### src/rtl/clk_pattern_gen_if.sv
// Control/status bundle for clk_pattern_gen.
// The period_cnt member exists only when CLK_PATTERN_GEN_PERIOD_CNT_EN is defined.
interface clk_pattern_gen_if #(
    parameter int CNT_W = 8
);
    logic             start;
    logic             stop;
    logic [CNT_W-1:0] phase;
    logic [CNT_W-1:0] t_on;
    logic [CNT_W-1:0] t_off;
    logic             clk;
    logic             busy;
    logic             rise_stb;
    logic             fall_stb;
`ifdef CLK_PATTERN_GEN_PERIOD_CNT_EN
    logic [15:0]      period_cnt;

    modport master (
        output start, stop, phase, t_on, t_off,
        input  clk, busy, rise_stb, fall_stb, period_cnt
    );
    modport slave (
        input  start, stop, phase, t_on, t_off,
        output clk, busy, rise_stb, fall_stb, period_cnt
    );
`else
    modport master (
        output start, stop, phase, t_on, t_off,
        input  clk, busy, rise_stb, fall_stb
    );
    modport slave (
        input  start, stop, phase, t_on, t_off,
        output clk, busy, rise_stb, fall_stb
    );
`endif
endinterface

### src/rtl/clk_pattern_gen.sv
// Programmable clock-pattern generator: phase delay, then high/low times counted in ref_clk cycles.
// Define CLK_PATTERN_GEN_PERIOD_CNT_EN to add the 16-bit period_cnt output.
module clk_pattern_gen #(
    parameter int CNT_W = 8
) (
    input  logic              ref_clk,
    input  logic              rst_n,
    clk_pattern_gen_if.slave  bus
);

    typedef enum logic [1:0] {
        IDLE  = 2'd0,
        PHASE = 2'd1,
        HIGH  = 2'd2,
        LOW   = 2'd3
    } state_t;

    state_t           state, state_nxt;
    logic [CNT_W-1:0] cnt, cnt_nxt;
    logic             stop_pend, stop_pend_nxt;
    logic [CNT_W-1:0] on_m1, off_m1;
    logic             accept;

    logic clk_q, busy_q, rise_q, fall_q;
    logic clk_nxt, busy_nxt, rise_nxt, fall_nxt;

    // Zero-length high/low times are stretched to a single cycle.
    function automatic logic [CNT_W-1:0] eff_m1(input logic [CNT_W-1:0] v);
        return (v == '0) ? '0 : v - CNT_W'(1);
    endfunction

    assign accept = (state == IDLE) && bus.start && !bus.stop;

    // State register
    always_ff @(posedge ref_clk or negedge rst_n) begin
        // NOTE: sequential state uses non-blocking assignments so every register samples pre-edge values.
        if (!rst_n) begin
            state     <= IDLE;
            cnt       <= '0;
            stop_pend <= 1'b0;
            on_m1     <= '0;
            off_m1    <= '0;
        end else begin
            state     <= state_nxt;
            cnt       <= cnt_nxt;
            stop_pend <= stop_pend_nxt;
            if (accept) begin
                on_m1  <= eff_m1(bus.t_on);
                off_m1 <= eff_m1(bus.t_off);
            end
        end
    end

    // Next-state logic
    always_comb begin
        // NOTE: defaults first so no path leaves a variable unassigned (no latch inference).
        state_nxt     = state;
        cnt_nxt       = cnt;
        stop_pend_nxt = stop_pend;
        unique case (state)
            IDLE: begin
                if (accept) begin
                    if (bus.phase != '0) begin
                        state_nxt = PHASE;
                        cnt_nxt   = bus.phase - CNT_W'(1);
                    end else begin
                        state_nxt = HIGH;
                        cnt_nxt   = eff_m1(bus.t_on);
                    end
                end
            end
            PHASE: begin
                if (bus.stop) begin
                    state_nxt = IDLE;
                end else if (cnt == '0) begin
                    state_nxt = HIGH;
                    cnt_nxt   = on_m1;
                end else begin
                    cnt_nxt = cnt - CNT_W'(1);
                end
            end
            HIGH: begin
                if (bus.stop) stop_pend_nxt = 1'b1;
                if (cnt == '0) begin
                    state_nxt = LOW;
                    cnt_nxt   = off_m1;
                end else begin
                    cnt_nxt = cnt - CNT_W'(1);
                end
            end
            LOW: begin
                if (bus.stop) stop_pend_nxt = 1'b1;
                // A stop arriving in the final low cycle still ends the run here.
                if (cnt == '0) begin
                    if (stop_pend || bus.stop) begin
                        state_nxt = IDLE;
                    end else begin
                        state_nxt = HIGH;
                        cnt_nxt   = on_m1;
                    end
                end else begin
                    cnt_nxt = cnt - CNT_W'(1);
                end
            end
            default: state_nxt = IDLE;
        endcase
        if (state_nxt == IDLE) stop_pend_nxt = 1'b0;
    end

    // Output logic: clk lags the HIGH state by one edge so it is a clean register.
    always_comb begin
        clk_nxt  = (state == HIGH);
        rise_nxt = (state == HIGH) && !clk_q;
        fall_nxt = (state != HIGH) && clk_q;
        busy_nxt = (state_nxt != IDLE);
    end

    always_ff @(posedge ref_clk or negedge rst_n) begin
        if (!rst_n) begin
            clk_q  <= 1'b0;
            busy_q <= 1'b0;
            rise_q <= 1'b0;
            fall_q <= 1'b0;
        end else begin
            clk_q  <= clk_nxt;
            busy_q <= busy_nxt;
            rise_q <= rise_nxt;
            fall_q <= fall_nxt;
        end
    end

    assign bus.clk      = clk_q;
    assign bus.busy     = busy_q;
    assign bus.rise_stb = rise_q;
    assign bus.fall_stb = fall_q;

`ifdef CLK_PATTERN_GEN_PERIOD_CNT_EN
    logic [15:0] period_cnt;

    always_ff @(posedge ref_clk or negedge rst_n) begin
        if (!rst_n) begin
            period_cnt <= '0;
        end else if (accept) begin
            period_cnt <= '0;
        end else if (state == HIGH && state_nxt == LOW) begin
            period_cnt <= period_cnt + 16'd1;
        end
    end

    assign bus.period_cnt = period_cnt;
`else
`endif

endmodule

### src/flat_wrapper.sv
// flat-port wrapper written by rule: the top's interface ports become plain ports
module clk_pattern_gen_flat 
#(
    parameter int CNT_W = 8
)
  (ref_clk, rst_n, bus_start, bus_stop, bus_phase, bus_t_on, bus_t_off, bus_clk, bus_busy, bus_rise_stb, bus_fall_stb);
  clk_pattern_gen_if #(.CNT_W(CNT_W)) bus_i ();
  input  logic ref_clk;
  input  logic rst_n;
  input wire logic [$bits(bus_i.start)-1:0] bus_start;
  input wire logic [$bits(bus_i.stop)-1:0] bus_stop;
  input wire logic [$bits(bus_i.phase)-1:0] bus_phase;
  input wire logic [$bits(bus_i.t_on)-1:0] bus_t_on;
  input wire logic [$bits(bus_i.t_off)-1:0] bus_t_off;
  output wire logic [$bits(bus_i.clk)-1:0] bus_clk;
  output wire logic [$bits(bus_i.busy)-1:0] bus_busy;
  output wire logic [$bits(bus_i.rise_stb)-1:0] bus_rise_stb;
  output wire logic [$bits(bus_i.fall_stb)-1:0] bus_fall_stb;
  assign bus_i.start = bus_start;
  assign bus_i.stop = bus_stop;
  assign bus_i.phase = bus_phase;
  assign bus_i.t_on = bus_t_on;
  assign bus_i.t_off = bus_t_off;
  assign bus_clk = bus_i.clk;
  assign bus_busy = bus_i.busy;
  assign bus_rise_stb = bus_i.rise_stb;
  assign bus_fall_stb = bus_i.fall_stb;
  clk_pattern_gen #(.CNT_W(CNT_W)) u_core (.ref_clk(ref_clk), .rst_n(rst_n), .bus(bus_i));
endmodule
### config.mk
export PLATFORM = sky130hd
export DESIGN_NAME = clk_pattern_gen_flat
export DESIGN_NICKNAME = d
export VERILOG_FILES = /design/src/rtl/clk_pattern_gen_if.sv /design/src/rtl/clk_pattern_gen.sv /design/src/flat_wrapper.sv
export SDC_FILE = /design/constraint.sdc
export NUM_CORES = 1
export LEC_CHECK = 0
export CAP_MARGIN = 20
export CORE_UTILIZATION = 40
export CTS_CLUSTER_SIZE = 24
export DETAILED_ROUTE_END_ITERATION = 16
export PLACE_DENSITY = 0.7
export SLEW_MARGIN = 25
export SYNTH_ARGS = -nofsm -noshare
export SYNTH_HDL_FRONTEND = slang
export SYNTH_SLANG_ARGS = --single-unit
### constraint.sdc
create_clock -name ref_clk -period 1.9 [get_ports ref_clk]
set_input_delay 0.19 -clock ref_clk [delete_from_list [all_inputs] [get_ports ref_clk]]
set_output_delay 0.19 -clock ref_clk [all_outputs]
set_load 0.005 [all_outputs]
==> impl_metrics.json, run 1 <==
{
  "status": "complete, but fails checks",
  "violations": "negative setup slack",
  "synthTopCellsByArea": "dfrtp_1, o21ai_0, mux2i_1",
  "vias_per_cell": 5.49,
  "antenna_left": 0,
  "slowest_stage": "or4b_4",
  "placedCellCount": 401,
  "hold_path.class": "primary input to asynchronous set/reset pin",
  "nets": 379,
  "cts_buffer_depth": 2,
  "area_growth_syn_to_layout_pct": 48.6,
  "final_core_util_pct": 62.1,
  "dr.pass1.iters": 5,
  "initial_core_util_pct": 41.8,
  "routed_wl_mm": 6.35,
  "ys.flop_type": "dfrtp_1",
  "drv_slew": 0,
  "reg2reg_from": "u_core.cnt[0]",
  "numCtsBuffers": 5,
  "async_flop_share_pct": 100,
  "clkTransAtPathRegs_ns": 0.06,
  "std_cell_rows": 26,
  "synth_area_leader_cell": "dfrtp_1",
  "p_total_mw": 3.79,
  "syn_nets": 287,
  "power.leakage_nw": 1.38,
  "layout-drive-gt1-share_pct": 29.9,
  "ys_seq_area_share_pct": 35.9,
  "hold_buffers": 0,
  "hpwl_mm": 4.60,
  "most-common-layout-cells": "buf_4, clkdlybuf4s50_1, dfrtp_1, nand2_1",
  "grtUsageTotal_pct": 24.1,
  "critPathTopFamily": "simple AND/OR/NAND/NOR gates",
  "gp_congestion": 0.844,
  "fmax_ghz": 0.490,
  "ir_worst_vdd_mv": 0.643,
  "max-slew-margin-rel_pct": 72.9,
  "antenna_cells": 0,
  "yosysWarnings": 0,
  "grt_overflow": 0,
  "fp.dieArea_um2": 5700,
  "period_needed_ns": 2.04,
  "crit_required_ns": 2.06,
  "whs_ns": 0.306,
  "timing.critical_path.buf_inv": 2,
  "startpoint": "u_core.cnt[0]",
  "max_cap_viol_count": 0,
  "drtIter0Drc": 254,
  "critPathArrivalTime_ns": 2.21,
  "ys_ff_latch": 31,
  "dp_slack_ns": -0.491,
  "post-route-period-util_pct": 107,
  "fp.dieW_um": 75.5,
  "path_class": "flop to flop",
  "power_density_nw_per_um2": 1180,
  "nFillCells": 422,
  "instances_no_fill": 414,
  "ios": 32,
  "endpoint_kind": "flop",
  "fin_skew_ns": 0.00601,
  "drc_errors": 0,
  "clock_latency_ns": 0.28,
  "tightest_slew_ns": 0.403,
  "cpPeakStageDelay_ns": 0.48,
  "syn_inst": 252,
  "vias": 2274,
  "finalWorstSetupSlack_ns": -0.142,
  "htree_levels": 2,
  "die_y_um": 75.5,
  "drt-wirelength-per-cell_um": 15.3,
  "numPortBuffers": 31,
  "grt_pass1_wl_mm": 10.1,
  "rsz0062_at_grt": "yes",
  "start_kind": "flop",
  "netlist_area_um2": 2160,
  "cts_tree": "built",
  "synth_edf_count": 0,
  "setup_violations": 6,
  "syn_area_per_cell_um2": 8.58,
  "crit_path_max_fanout": 6,
  "grt_max_degree": 32,
  "antenna_found_initial": 0,
  "cp_cell_sequence": "inv_2 -> ha_4 -> or4b_4 -> buf_4 -> nor2_4 -> a211oi_2 -> o32a_1",
  "cts_root_buf": "clkbuf_8",
  "clock-sinks": 31,
  "grt_pass1_vias": 2143,
  "synth_top_area_share_pct": 35.9,
  "layout_commonest_cell": "buf_4",
  "finalHoldViolations": 0,
  "ys_types": 50,
  "coreArea_um2": 5170
}
[power breakdown]
part           switching, mW  internal [mW]
clock                  0.241          0.284
combinational          0.974           1.03
sequential             0.275          0.985
[Yosys cell counts (2+ instances only)]
| master | instances |
|---|---|
| nor2b_1 | 4 |
| a211oi_1 | 4 |
| a31oi_1 | 4 |
| nand2_1 | 26 |
| ha_1 | 7 |
| o221ai_1 | 2 |
| inv_1 | 11 |
| mux2i_1 | 10 |
| or2_2 | 2 |
| nor4b_1 | 2 |
| nor3_1 | 10 |
| mux2_2 | 3 |
| nand3b_1 | 3 |
| a21o_1 | 3 |
| xnor2_1 | 6 |
| nor4_1 | 5 |
| o31a_1 | 3 |
| nor3b_1 | 4 |
| clkbuf_1 | 7 |
| and2_1 | 2 |
| o31ai_1 | 4 |
| buf_6 | 2 |
| o21ai_0 | 24 |
| dfrtp_1 | 31 |
| nand3_1 | 5 |
| xor2_1 | 3 |
| or4_1 | 3 |
| nand2b_1 | 5 |
| o21a_1 | 2 |
| a21oi_1 | 11 |
| nor2_1 | 20 |
| or3_1 | 6 |
[what timing repair did]
action | 4_1_cts | 5_1_grt
resized for setup | 18 | 11
pin swaps | 7 | 12
cloned | 1 | 0
setup buffers | 3 | 3
endpoints found under the setup margin | 11 | 11
[worst paths after layout]
| kind | endpoint | slack, ns | depth (start not counted) |
|---|---|---|---|
| worst max-delay path | u_core.cnt[7] | -0.14 | 7 |
| worst min-delay path | u_core.cnt[7] | 0.31 | 2 |
| worst max register to register | u_core.cnt[7] | -0.14 | 7 |
| worst min register to register | u_core.bus.rise_stb | 0.45 | 1 |
| max in group asynchronous | u_core.on_m1[6] | 1.29 | 2 |
| min in group ref_clk | u_core.bus.rise_stb | 0.45 | 1 |
[logic make-up after synthesis]
family                   synth area share, %
AND/OR/NAND/NOR                         24.4
buffers and inverters                   4.57
flip-flops                              35.9
adder cells (fa/ha/maj)                 4.05
XOR/XNOR                                3.65
AO/OA/AOI/OAI                           21.2
multiplexers                            6.19
[worst reg2reg max path: stages, from the launching register on]
cell      delay, ns
dfrtp_1        0.39
inv_2          0.08
ha_4           0.13
or4b_4         0.48
buf_4          0.19
nor2_4         0.19
a211oi_2       0.11
o32a_1         0.36
[layer usage]
layer  wire length (um)  global-route usage [%]  up-vias
li1                   -                       -     1107
met1               2870                    32.4     1073
met2               3050                    41.0       85
met3                339                    3.84        9
met4                 83                    5.76        0
met5                  0                       0        -
[layout make-up]
type	count	area (um^2)	area share, %
Inverter	12	45.0	1.40
Sequential cell	31	776	24.1
Clock inverter	1	5.00	0.156
Timing Repair Buffer	94	787	24.5
Clock buffer	6	82.6	2.57
Multi-Input combinational cell	200	1430	44.5
Tap cell	70	87.6	2.73
[flip-flops by register name, summed over array words and instances, names as in the netlist, 2 cells and up]
name           cells
u_core.on_m1       8
u_core.state       2
u_core.cnt         8
u_core.off_m1      8
[stage by stage]
step / setup TNS, ns / instance area, um^2
floorplan: -0.0113 / 2210
global placement: -4.16 / 2970
detailed placement: -4.51 / 2970
CTS: -0.384 / 3150
global route: -1.12 / 3210
finish: -0.589 / 3210
Note: power is estimated with default switching activity, not from simulation.
==> run 2: changes to the inputs <==
- GPL_TIMING_DRIVEN: default -> 0
==> run 2 against run 1 <==
The flow still finishes with violations (negative setup slack); power rose by 0.86%; core utilization fell by 3.7 points; fmax fell by 1.2%; global-route usage fell by 2.3 points; critical endpoint is now u_core.cnt[2].
==> impl_metrics.json, run 2 (synthesis gave the netlist of run 1 again) <==
{
  "status": "complete, but fails checks",
  "violations": "negative setup slack",
  "power_switching_mw": 1.58,
  "critPathTopFamily": "simple AND/OR/NAND/NOR gates",
  "routed_wl_mm": 5.89,
  "grt_overflow": 0,
  "final.setup.tns_ns": -0.839,
  "area_growth_syn_to_layout_pct": 39.8,
  "cts_root_buf": "clkbuf_8",
  "instances_no_fill": 384,
  "nFillCells": 459,
  "hold_path.class": "primary input to flop",
  "vias_per_cell": 5.58,
  "crit_path_max_fanout": 8,
  "dr.pass1.iters": 4,
  "grt_max_degree": 32,
  "fp.dieW_um": 75.5,
  "ios": 32,
  "dp_slack_ns": -0.738,
  "cpPeakStageDelay_ns": 0.42,
  "power_density_nw_per_um2": 1260,
  "die_y_um": 75.5,
  "vias": 2143,
  "max-slew-margin-rel_pct": 55.0,
  "numPortBuffers": 31,
  "p_comb_share_pct": 53.9,
  "seq_power_share_pct": 31.9,
  "initial_core_util_pct": 41.8,
  "clock_latency_ns": 0.30,
  "post-route-period-util_pct": 109,
  "fmax_ghz": 0.484,
  "endpoint_kind": "flop",
  "clock-sinks": 31,
  "crit_required_ns": 2.11,
  "most-common-layout-cells": "dfrtp_1, nand2_1, clkdlybuf4s50_1, buf_4",
  "hpwl_mm": 4.03,
  "cp_cell_sequence": "inv_2 -> ha_4 -> buf_4 -> nor4b_4 -> nand3_2 -> o22ai_4 -> buf_12 -> a311oi_2 -> nor3_1",
  "path_class": "flop to flop",
  "fin_skew_ns": 0.00921,
  "ir_worst_vdd_mv": 0.805,
  "nets": 348,
  "antenna_left": 0,
  "grtUsageTotal_pct": 21.8,
  "drt-wirelength-per-cell_um": 15.3,
  "timing.critical_path.buf_inv": 3,
  "antenna_found_initial": 0,
  "grt_pass1_vias": 1910,
  "grt_pass1_wl_mm": 9.17,
  "clkTransAtPathRegs_ns": 0.07,
  "numCtsBuffers": 5,
  "std_cell_rows": 26,
  "start_kind": "flop",
  "drv_slew": 0,
  "drtIter0Drc": 154,
  "finalWorstSetupSlack_ns": -0.168,
  "power.leakage_nw": 1.24,
  "htree_levels": 2,
  "cts_buffer_depth": 2,
  "gp_congestion": 0.843,
  "drc_errors": 0,
  "layout_commonest_cell": "dfrtp_1",
  "max_cap_viol_count": 0,
  "antenna_cells": 0,
  "coreArea_um2": 5170,
  "critPathArrivalTime_ns": 2.27,
  "layout-drive-gt1-share_pct": 22.3,
  "placedCellCount": 353,
  "finalHoldViolations": 0,
  "slowest_stage": "dfrtp_1",
  "setup_violations": 9,
  "clockPowerShare_pct": 14.2,
  "period_needed_ns": 2.07,
  "swShare_pct": 41.4,
  "cts_tree": "built",
  "reg_top3": "u_core.cnt x8, u_core.off_m1 x8, u_core.on_m1 x8",
  "fp.dieArea_um2": 5700,
  "rsz0062_at_grt": "yes",
  "tightest_slew_ns": 0.675,
  "p_int_mw": 2.24
}
run 2: cell types whose count changed in the layout (fill, tap and decap cells not counted), moves of 2 or more:
cell	before	now
buf_12	0	2
buf_4	62	21
clkbuf_1	0	4
clkdlybuf4s50_1	31	23
clkinvlp_4	0	3
dlygate4sd2_1	0	6
nor4b_2	2	0
run 2: power groups by stage:
| stage | registers (mW) | logic [mW] | clock network, mW |
|---|---|---|---|
| after CTS | 1.20 | 1.76 | 0.555 |
| after global placement | 1.22 | 1.51 | 0 |
| final | 1.22 | 2.06 | 0.544 |
| after detailed placement | 1.23 | 1.54 | 0 |
| after global routing | 1.26 | 2.25 | 0.583 |
| after floorplan | 1.17 | 1.11 | 0 |
run 2: cell type report:
cell class | instances | area [um^2] | share of cell area [%]
sequential | 31 | 777 | 25.7
clock buffer | 5 | 68.8 | 2.28
inverter | 12 | 47.5 | 1.57
buffer | 8 | 56.3 | 1.86
timing repair buffer | 55 | 508 | 16.8
tap | 70 | 87.6 | 2.90
clock inverter | 3 | 23.8 | 0.786
multi-input combinational | 199 | 1450 | 47.8
timing repair inverter | 1 | 7.51 | 0.248
run 2: per-stage QoR:
step | instance area (um^2) | power (mW) | hold WS, ns | util, %
final | 3020 | 3.82 | 0.414 | 58.4
after global routing | 3020 | 4.09 | 0.449 | 58.4
after CTS | 2860 | 3.51 | 0.421 | 55.3
after detailed placement | 2600 | 2.77 | 0.276 | 50.3
after global placement | 2610 | 2.73 | 0.433 | 50.4
after floorplan | 2210 | 2.27 | -0.106 | -
run 2: tightest hold or removal path, delay by kind of cell:
family                 cells  cell delay [ns]
AOI/OAI and AO/OA          3             0.35
buffers and inverters      1             0.14
run 2: worst paths after layout:
kind                                 from             endpoint  slack, ns  depth (start not counted)
setup reg to reg            u_core.cnt[0]        u_core.cnt[2]      -0.17                          9
hold / removal                bus_t_on[1]      u_core.on_m1[3]       0.41                          4
hold reg to reg            u_core.bus.clk  u_core.bus.rise_stb       0.45                          1
min in group asynchronous           rst_n        u_core.cnt[4]       0.46                          2
max in group asynchronous           rst_n        u_core.cnt[3]       0.98                          2
setup / recovery            u_core.cnt[0]        u_core.cnt[2]      -0.17                          9
run 2: what timing repair did:
action / CTS / global route
gates cloned: 0 / 1
pin swaps: 11 / 12
setup buffers: 16 / 7
hold endpoints to repair: 31 / 0
setup endpoints to repair: 27 / 19
resized for setup: 19 / 22
hold buffers: 1 / 0
run 2: metal layers:
layer / up-vias / share of wire, % / track usage (%)
li1: 1045 / - / -
met1: 1025 / 47 / 30.6
met2: 61 / 47 / 33.9
met3: 12 / 4.4 / 4.76
met4: 0 / 2.0 / 6.38
met5: - / 0 / 0
==> RTL change, RTL diff (settings of run 1) <==
`CNT_W` is set to 8 in 3 places; all go to 12.
--- a/src/rtl/clk_pattern_gen_if.sv
+++ b/src/rtl/clk_pattern_gen_if.sv
@@ -3,3 +3,3 @@
 interface clk_pattern_gen_if #(
-    parameter int CNT_W = 8
+    parameter int CNT_W = 12
 );
--- a/src/rtl/clk_pattern_gen.sv
+++ b/src/rtl/clk_pattern_gen.sv
@@ -3,3 +3,3 @@
 module clk_pattern_gen #(
-    parameter int CNT_W = 8
+    parameter int CNT_W = 12
 ) (
--- a/src/flat_wrapper.sv
+++ b/src/flat_wrapper.sv
@@ -3,3 +3,3 @@
 #(
-    parameter int CNT_W = 8
+    parameter int CNT_W = 12
 )
Ports: changed (resized bus_phase, bus_t_off and bus_t_on); port bits go from 32 to 44. The function was not compared with the original's and may differ.
==> RTL change against run 1 <==
- the flow still finishes with violations (negative setup slack)
- worst setup slack better by 0.043 ns
- cell area is 49% higher
- sequential cell count increased by 12
- synthesized cell count is 43% higher
- power is 34% higher
- routed wire length is 71% higher
- count of clock-buffer cells in the layout did not move
- area after synthesis grew 42%
- utilization grew 3.1 points
- largest cell class unchanged
==> RTL change: results <==
<?xml version="1.0" encoding="UTF-8"?>
<metrics>
  <group name="run_status">
    <metric name="status" unit="">finished, violations left</metric>
    <metric name="violations_in_the_final_reports" unit="">negative setup slack</metric>
  </group>
  <group name="power_and_ir_drop">
    <metric name="cellLeakagePower" unit="nW">2.04</metric>
  </group>
  <group name="grt">
    <metric name="grt_pass1_vias" unit="">3390</metric>
    <metric name="grtUsageTotal" unit="">0.281</metric>
    <metric name="largest_net_degree_at_the_start_of_global_routing" unit="">28</metric>
  </group>
  <group name="yosys">
    <metric name="synth_cell_types" unit="">63</metric>
    <metric name="netlist_top_cells_count" unit="">dfrtp_1 (43), nand2_1 (39), nor2_1 (29), o21ai_0 (29), a21oi_1 (18)</metric>
    <metric name="post_synth_fa_ha_maj_area_fraction" unit="">0.0245</metric>
    <metric name="mux_share_of_post_synthesis_cell_area" unit="">0.0347</metric>
    <metric name="synthXorXnorAreaFrac" unit="">0.0486</metric>
  </group>
  <group name="timing">
    <metric name="post-route-worst-setup-slack" unit="ns">-0.0995</metric>
    <metric name="setup_viol" unit="">7</metric>
    <metric name="clock-skew-final" unit="ns">0.00854</metric>
  </group>
  <group name="finish">
    <metric name="fill_cells" unit="">579</metric>
    <metric name="nets" unit="">556</metric>
    <metric name="reg.largest.list" unit="">u_core.cnt (12), u_core.off_m1 (12), u_core.on_m1 (12)</metric>
  </group>
  <group name="place">
    <metric name="post_dp_cell_area" unit="mm2">0.00436</metric>
    <metric name="dp_worst_setup_slack" unit="ns">-0.593</metric>
    <metric name="dp_cells" unit="">593</metric>
    <metric name="finalWeightedCongestion" unit="">0.960</metric>
    <metric name="count_of_buffers_from_port_buffering" unit="">43</metric>
  </group>
  <group name="cts">
    <metric name="clkSlewWorstSetupHoldPaths" unit="ns">0.09</metric>
    <metric name="ctsResizeCount" unit="">37</metric>
    <metric name="clk_latency" unit="ns">0.30</metric>
  </group>
  <group name="routing">
    <metric name="detail_route.wirelength" unit="um">10900</metric>
    <metric name="post_drt_wl_per_cell" unit="um">17.8</metric>
    <metric name="iteration_0_drc_markers" unit="">403</metric>
    <metric name="routed-via-count" unit="">3622</metric>
  </group>
  <group name="setup_path">
    <metric name="r2r_slack" unit="ns">-0.1</metric>
    <metric name="r2r-start" unit="">u_core.cnt[10]</metric>
  </group>
</metrics>
-- RTL change: changes by cell type in the layout (fill, tap and decap cells not counted), moves of 5 or more --
cell and delta:
o211ai_1 +8, xnor2_1 +6, mux2i_1 -5, a21oi_1 +7, nand2_1 +12, buf_4 +46
dfrtp_1 +11, dlygate4sd2_1 +5, nor2_1 +7, o21ai_0 +5
-- RTL change: worst min-delay path: stages --
cell      delay, ns
clkbuf_2       0.10
buf_4          0.11
o31ai_1        0.07
-- RTL change: layout make-up --
type,count,area share
sequential,43,0.225
tap,99,0.0259
timing repair buffer,158,0.274
multi-input combinational,289,0.447
inverter,13,0.0107
clock inverter,2,0.00262
clock buffer,6,0.0152
-- RTL change: cells by family (layout without fill, tap and decap cells) --
logic type | count (synthesis) | count (layout)
compound gates | 112 | 112
xor+xnor | 17 | 17
fa+ha+maj | 6 | 6
buf+inv | 29 | 179
flops | 43 | 43
mux | 10 | 10
simple gates | 143 | 144
-- RTL change: power groups by stage --
stage	registers, mW	logic (mW)	clock network (mW)
2_1_floorplan	1.64	1.24	0
3_3_place_gp	1.68	2.34	0
3_5_place_dp	1.70	2.36	0
4_1_cts	1.71	2.47	0.588
5_1_grt	1.79	2.93	0.636
6_report	1.75	2.74	0.591
-- RTL change: per-layer routing --
| layer | vias up | global-route usage | wire, um | share of wire |
|---|---|---|---|---|
| met1 | 1715 | 0.383 | 4370 | 0.40 |
| li1 | 1665 | - | - | - |
| met2 | 203 | 0.461 | 5210 | 0.48 |
| met5 | - | 0 | 0 | 0 |
| met4 | 0 | 0.0895 | 403 | 0.037 |
| met3 | 39 | 0.0397 | 884 | 0.081 |
